--- src/rtl/sram_arb_pkg.sv ---
// Shared types for the SRAM bus arbiter: FSM state encoding and master ids.
package sram_arb_pkg;

    typedef enum logic [1:0] {
        ARB_IDLE = 2'd0,
        ARB_ADDR = 2'd1,
        ARB_DATA = 2'd2
    } arb_state_e;

    localparam logic ARB_M_INST = 1'b0;
    localparam logic ARB_M_DATA = 1'b1;

endpackage

--- src/rtl/sram_arb_pick.sv ---
// Combinational grant chooser. SRAM_ARB_RR_EN selects round-robin on conflict;
// otherwise data always beats inst.
import sram_arb_pkg::*;

module sram_arb_pick (
    input  logic inst_req_i,
    input  logic data_req_i,
    input  logic last_grant_i,
    output logic grant_o
);

`ifdef SRAM_ARB_RR_EN
    always_comb begin
        grant_o = ARB_M_DATA;
        if (inst_req_i && data_req_i) begin
            // On conflict the master served last yields.
            grant_o = (last_grant_i == ARB_M_DATA) ? ARB_M_INST : ARB_M_DATA;
        end else if (inst_req_i) begin
            grant_o = ARB_M_INST;
        end
    end
`else
    logic unused_last_grant;
    assign unused_last_grant = last_grant_i;
    assign grant_o = (inst_req_i && !data_req_i) ? ARB_M_INST : ARB_M_DATA;
`endif

endmodule

--- src/rtl/sram_bus_arbiter.sv ---
// Serialises inst fetch and data load/store onto one SRAM-like port, one
// transaction outstanding. SRAM_ARB_RR_EN enables round-robin arbitration.
import sram_arb_pkg::*;

module sram_bus_arbiter #(
    parameter int AW = 32,
    parameter int DW = 32
) (
    input  logic            clk,
    input  logic            resetn,
    input  logic            inst_req,
    input  logic [AW-1:0]   inst_addr,
    output logic            inst_addr_ok,
    output logic            inst_data_ok,
    output logic [DW-1:0]   inst_rdata,
    input  logic            data_req,
    input  logic            data_wr,
    input  logic [AW-1:0]   data_addr,
    input  logic [DW/8-1:0] data_wstrb,
    input  logic [DW-1:0]   data_wdata,
    output logic            data_addr_ok,
    output logic            data_data_ok,
    output logic [DW-1:0]   data_rdata,
    input  logic            flush,
    output logic            mem_req,
    output logic            mem_wr,
    output logic [AW-1:0]   mem_addr,
    output logic [DW/8-1:0] mem_wstrb,
    output logic [DW-1:0]   mem_wdata,
    input  logic            mem_addr_ok,
    input  logic            mem_data_ok,
    input  logic [DW-1:0]   mem_rdata,
    output logic            stall_inst,
    output logic            stall_data,
    output logic [1:0]      dbg_state_o
);

    arb_state_e state_q, state_d;
    logic       grant_q, grant_d;
    logic       cancel_q, cancel_d;
    logic       last_grant;
    logic       pick;
    logic       owner;
    logic       inst_req_eff;
    logic       any_req;
    logic       issuing;
    logic       addr_hs;
    logic       resp;

    // A flushed fetch must not start a new transaction.
    assign inst_req_eff = inst_req & ~flush;
    assign any_req      = inst_req_eff | data_req;

    sram_arb_pick u_pick (
        .inst_req_i   (inst_req_eff),
        .data_req_i   (data_req),
        .last_grant_i (last_grant),
        .grant_o      (pick)
    );

`ifdef SRAM_ARB_RR_EN
    logic last_grant_q;
    always_ff @(posedge clk or negedge resetn) begin
        if (!resetn) begin
            last_grant_q <= ARB_M_INST;
        end else if (state_q == ARB_IDLE && any_req) begin
            last_grant_q <= pick;
        end
    end
    assign last_grant = last_grant_q;
`else
    assign last_grant = ARB_M_INST;
`endif

    // Request fields follow the live pick in IDLE and the latched grant afterwards.
    assign owner   = (state_q == ARB_IDLE) ? pick : grant_q;
    assign issuing = ((state_q == ARB_IDLE) && any_req) || (state_q == ARB_ADDR);
    assign addr_hs = resetn & issuing & mem_addr_ok;
    assign resp    = resetn & (state_q == ARB_DATA) & mem_data_ok;

    assign mem_req   = resetn & issuing;
    assign mem_wr    = (owner == ARB_M_DATA) ? data_wr : 1'b0;
    assign mem_addr  = (owner == ARB_M_DATA) ? data_addr : inst_addr;
    assign mem_wstrb = (owner == ARB_M_DATA) ? data_wstrb : '0;
    assign mem_wdata = (owner == ARB_M_DATA) ? data_wdata : '0;

    assign inst_addr_ok = addr_hs & (owner == ARB_M_INST) & ~flush;
    assign data_addr_ok = addr_hs & (owner == ARB_M_DATA);
    assign inst_data_ok = resp & (grant_q == ARB_M_INST) & ~cancel_q & ~flush;
    assign data_data_ok = resp & (grant_q == ARB_M_DATA);
    assign inst_rdata   = inst_data_ok ? mem_rdata : '0;
    assign data_rdata   = data_data_ok ? mem_rdata : '0;

    assign stall_inst = resetn & ((inst_req & ~inst_data_ok) |
                        ((state_q != ARB_IDLE) & (grant_q == ARB_M_INST) & ~cancel_q & ~inst_data_ok));
    assign stall_data = resetn & ((data_req & ~data_data_ok) |
                        ((state_q != ARB_IDLE) & (grant_q == ARB_M_DATA) & ~data_data_ok));

    assign dbg_state_o = state_q;

    always_ff @(posedge clk or negedge resetn) begin
        if (!resetn) begin
            state_q  <= ARB_IDLE;
            grant_q  <= ARB_M_DATA;
            cancel_q <= 1'b0;
        end else begin
            state_q  <= state_d;
            grant_q  <= grant_d;
            cancel_q <= cancel_d;
        end
    end

    always_comb begin
        state_d  = state_q;
        grant_d  = grant_q;
        cancel_d = cancel_q;
        case (state_q)
            ARB_IDLE: begin
                cancel_d = 1'b0;
                if (any_req) begin
                    grant_d = pick;
                    state_d = mem_addr_ok ? ARB_DATA : ARB_ADDR;
                end
            end
            ARB_ADDR: begin
                if (mem_addr_ok) begin
                    // Slave already took a flushed fetch: absorb its response silently.
                    state_d  = ARB_DATA;
                    cancel_d = (grant_q == ARB_M_INST) && flush;
                end else if ((grant_q == ARB_M_INST) && flush) begin
                    state_d = ARB_IDLE;
                end
            end
            ARB_DATA: begin
                if (mem_data_ok) begin
                    state_d  = ARB_IDLE;
                    cancel_d = 1'b0;
                end else if ((grant_q == ARB_M_INST) && flush) begin
                    cancel_d = 1'b1;
                end
            end
            default: begin
                state_d = ARB_IDLE;
            end
        endcase
    end

endmodule
--- config.mk ---
export PLATFORM = sky130hd
export DESIGN_NAME = sram_bus_arbiter
export DESIGN_NICKNAME = d
export VERILOG_FILES = /design/src/rtl/sram_arb_pkg.sv /design/src/rtl/sram_arb_pick.sv /design/src/rtl/sram_bus_arbiter.sv
export SDC_FILE = /design/constraint.sdc
export NUM_CORES = 1
export LEC_CHECK = 0
export ABC_AREA = 1
export CAP_MARGIN = 40
export CORE_AREA = 2 2 109 111
export DETAILED_ROUTE_END_ITERATION = 8
export DIE_AREA = 0 0 111 113
export PLACE_DENSITY = 0.63
export SKIP_CTS_REPAIR_TIMING = 1
export SLEW_MARGIN = 20
export SYNTH_ARGS = -nofsm -noshare
export SYNTH_HDL_FRONTEND = slang
export SYNTH_HIERARCHICAL = 1
export SYNTH_SLANG_ARGS = --single-unit
--- constraint.sdc ---
create_clock -name clk -period 1.45 [get_ports clk]
set_input_delay 0.2175 -clock clk [delete_from_list [all_inputs] [get_ports clk]]
set_output_delay 0.2175 -clock clk [all_outputs]
set_load 0.005 [all_outputs]
After elaboration in Yosys (flattened, before gate mapping)
Cells that the tools add are included.
W data, S select, Z words.
- input port bits: 140
- output and inout bits: 142
- logic and storage cells: 69
- register bits: 4
- reductions and logical operators: 11
- muxes and demuxes: 18
- equal/unequal tests: 7
- bitwise operators: 30
- operators with widths (kind ; count):
    $mux W32 ; 4
    $and A1 B1 Y1 ; 21
    $mux W2 ; 5
    $mux W1 ; 6
    $ne A2 B2 Y1 const B ; 3
    $ne A3 B2 Y1 const B ; 2
    $not A1 Y1 ; 6
    $pmux W2 S3 ; 1
    $reduce_and A3 Y1 ; 2
    $mux W4 ; 1
    $logic_and A1 B1 Y1 ; 3
    $or A1 B1 Y1 ; 3
    $pmux W1 S3 ; 1
    $reduce_bool A3 Y1 ; 1
    $eq A2 B1 Y1 const B ; 1
    $eq A2 B2 Y1 const B ; 1
    $logic_not A2 Y1 ; 1
    $reduce_and A2 Y1 ; 1
    $reduce_bool A2 Y1 ; 1
    $logic_not A1 Y1 ; 1
    $logic_or A1 B1 Y1 ; 1

Depth between registers and ports, before layout
- depth after elaboration: 10
- gate-level depth with buffers: 11
- gate-level depth less buffers: 9

Modules after synthesis
Netlist, hierarchy kept.
- by module, submodules not included (module ; times used ; seq. area each (µm²) ; area each (µm²) ; cells an instance):
    sram_bus_arbiter ; 1 ; 101.3 ; 1580.3 ; 349
    sram_arb_pick ; 1 ; 0.0 ; 7.5 ; 2

Worst setup path before layout
No wires, ideal clock.
- kind: register -> output
- start: register state_q[0], in the netlist dbg_state_o[0]
- end: output port inst_addr_ok
- data arrival time: 1358 ps
- setup slack: -125 ps
- cell stages (with the launch flop): 9
- required time: 1233 ps
- buffers on the path: 2
- path through: dfrtp_1 inv_1 ha_1 nand2_1 o21ai_2 buf_6 buf_8 nand2_1 nor2_1
- longest elaborated chain between the ends: 7
- elaborated cells on any way between the ends: 10
- classes of those cells: 1 x eq/ne; 1 x mux; 5 x bitwise; 3 x reduce/logical
- RTL lines (what ; line ; source):
    start, declared ; sram_bus_arbiter.sv:38 ; arb_state_e state_q, state_d;
    start signal, assigned ; sram_bus_arbiter.sv:107 ; state_q <= state_d;
    $logic_not A2 Y1 ; sram_bus_arbiter.sv:76, sram_bus_arbiter.sv:77 ;
    $logic_and A1 B1 Y1 ; sram_bus_arbiter.sv:77 ; assign issuing = ((state_q == ARB_IDLE) && any_req) || (state_q == ARB_ADDR);
    $logic_or A1 B1 Y1 ; sram_bus_arbiter.sv:77 ;
    $and A1 B1 Y1 (2 in series) ; sram_bus_arbiter.sv:78 ; assign addr_hs = resetn & issuing & mem_addr_ok;
    $and A1 B1 Y1 (*) (2 in series) ; sram_bus_arbiter.sv:87 ; assign inst_addr_ok = addr_hs & (owner == ARB_M_INST) & ~flush;
    end, declared ; sram_bus_arbiter.sv:13 ; output logic inst_addr_ok,
Every way passes the cells marked *; elsewhere a longest branch is shown, timed or not.

Worst setup path in the final report
- start: register state_q[0], in the netlist dbg_state_o[0]
- end: output port data_rdata[24]
- longest elaborated chain between the ends: 5
- RTL lines (what ; line ; source):
    $eq A2 B2 Y1 ; sram_bus_arbiter.sv:79 ; assign resp = resetn & (state_q == ARB_DATA) & mem_data_ok;
    $and A1 B1 Y1 (2 in series) ; sram_bus_arbiter.sv:79 ;
    $and A1 B1 Y1 ; sram_bus_arbiter.sv:90 ; assign data_data_ok = resp & (grant_q == ARB_M_DATA);
    $mux W32 ; sram_bus_arbiter.sv:92 ; assign data_rdata = data_data_ok ? mem_rdata : '0;
    end, declared ; sram_bus_arbiter.sv:23 ; output logic [DW-1:0] data_rdata,
No other way between the ends.

==> run metrics <==
status finished with violations; failing checks negative setup slack; measured slew at the worst slew-check pin 246 ps; sw frac 39.8%; Worst Reg-to-Reg Cells 9; antenna violations before repair 0; Cell Area, Synth 1580 µm²; Final #Nets 852; RSZ-0062 raised after global routing yes; DIE WIDTH 111 µm; CP Max Fanout 32; Leak Pwr 3.07 nW; fin worst setup slack -658 ps; Slew Limit Fails 0; Critical Path End Type output port; clock share of power 7.0%; routing usage on met1 14.1%; dpl hpwl 7890 µm; Core ar. 11300 µm²; antenna cells 0; CTS tree done; Sequential Power Share 3.3%; kind of critical path reg -> out; # setup viols final 143; # DRC 0; met2 usage 25.6%; gr usage total 12.9%; vias in the first global route 2769; # IOs 282; grt met3 use 2.62%; number of H-tree levels 1; total CTS buffers 3; largest net degree at the start of global routing 44; peak supply drop 0.000838 V; Mapped Cells 350; CTS Sinks 4; Final ANT Viol Nets 0; final instance area 5600 µm²; worst r2r dst dbg_state_o[0]; non-filler cells, final 850; Combinational Power Share 89.7%; DR vias 3365; Congestion Overflow GR 0; Placed Area 4730 µm²; fill count 1101; highest clock rate 0.474 GHz; Most Crowded Layer GR met2; hold crit path type in -> async; Starting Density 14.1%; Critical Path AT 1890 ps; pre-CTS setup slack -972 ps; R2R setup slack -60 ps; reg-to-reg critical path startpoint dbg_state_o[0]; Root Buffer clkbuf_16; max-cap violations 0; Clock Latency Late Sink 230 ps; Final period util 145%; post-synth net total 494; Rel. slew slack 83.4%; Initial DRT Pass Iterations 4; final critical-path required period 2110 ps; Avg Cell Area, Syn 4.53 µm²; Final Hold Fails 0; Area Overhead vs Synth 254%; die area 12500 µm²; # rows 39; clock skew 4.65 ps; drt wl/cell 13.1 µm; vias per cell 3.96; layout cells sized above 1 40.2%; clk slew on worst S/H paths 30 ps; PD cells 1130 nW/µm²; first-pass GRT wire length 13500 µm; sw power 2.53 mW; Post-Route WL 11100 µm; port buffer count 281; die height 113 µm; TNS Setup -70590 ps; required time worst endpoint 1230 ps; Inst Count DP 777; Cell Int Power 3.82 mW; GP Congestion 0.871; Ys Warns 6; Iteration-0 DRC Markers 121; clock tree buffer depth 2; startpoint class of the critical path flip-flop
==> power groups by stage <==
stage	Sequential, mW	Clock (mW)	Combinational, mW
detailed placement	0.225	0	3.98
finish	0.211	0.445	5.69
global placement	0.222	0	3.95
CTS	0.226	0.451	4.00
global route	0.219	0.467	6.13
floorplan	0.227	0	1.55
==> cells in the final DEF, fill, tap and decap left out, types with 2 or more instances in the layout <==
| cell | count |
|---|---|
| nand2_1 | 31 |
| o21ai_4 | 2 |
| nand2_2 | 14 |
| nor2_2 | 25 |
| clkdlybuf4s50_1 | 168 |
| buf_12 | 5 |
| ha_1 | 2 |
| clkbuf_16 | 12 |
| nor2_4 | 24 |
| dfrtp_1 | 2 |
| inv_2 | 5 |
| buf_8 | 5 |
| o21ai_2 | 11 |
| o21ai_0 | 7 |
| a21oi_1 | 2 |
| nand2_4 | 4 |
| nor3_1 | 2 |
| buf_6 | 53 |
| nor2_1 | 58 |
| o21ai_1 | 20 |
| dlymetal6s2s_1 | 12 |
| buf_4 | 27 |
| nand3_1 | 5 |
| clkbuf_2 | 33 |
| ha_4 | 2 |
| buf_2 | 57 |
| inv_1 | 112 |
==> worst max-delay path by stage <==
stage	startpoint	to	slack [ps]	cells after the start
after CTS	flush	mem_addr[24]	-980	11
after global routing	dbg_state_o[0]	data_rdata[24]	-760	7
after detailed placement	flush	mem_addr[24]	-970	11
after global placement	flush	mem_addr[24]	-1000	11
after floorplan	dbg_state_o[0]	data_rdata[0]	-7	7
final	dbg_state_o[0]	data_rdata[24]	-660	7
==> state kept, by name, indices dropped and copies added (netlist names) <==
signal,cells
dbg_state_o,2
cancel_q,1
grant_q,1
==> layer usage <==
layer | part of all wire [%] | routed length, µm
met2 | 55 | 6090
met5 | 0 | 0
met3 | 6.4 | 713
met4 | 1.2 | 129
met1 | 38 | 4190
==> worst max-delay path, stage by stage (launching register included) <==
cell and delay, ps:
dfrtp_1 380, inv_2 110, ha_4 160, nand3_4 90, nor2_4 160, inv_8 110
nor2_1 130, clkdlybuf4s50_1 520
==> through the flow <==
step | power, mW | utilization [%] | hold WS (ps)
3_5_place_dp | 4.21 | 41.9 | 529
3_3_place_gp | 4.17 | 41.9 | 522
4_1_cts | 4.68 | 42.6 | 321
6_report | 6.35 | 49.7 | 382
2_1_floorplan | 1.78 | - | -78.1
5_1_grt | 6.81 | 49.7 | 395
==> layout make-up <==
class                      count  area, µm²  share of cell area, %
sequential                     4        103                   1.83
multi-input combinational    211       1300                   23.2
tap                          143        179                   3.19
timing repair buffer         369       3480                   62.2
clock buffer                   4       78.8                   1.41
inverter                     119        457                   8.15
(Power assumes the default switching activity.)
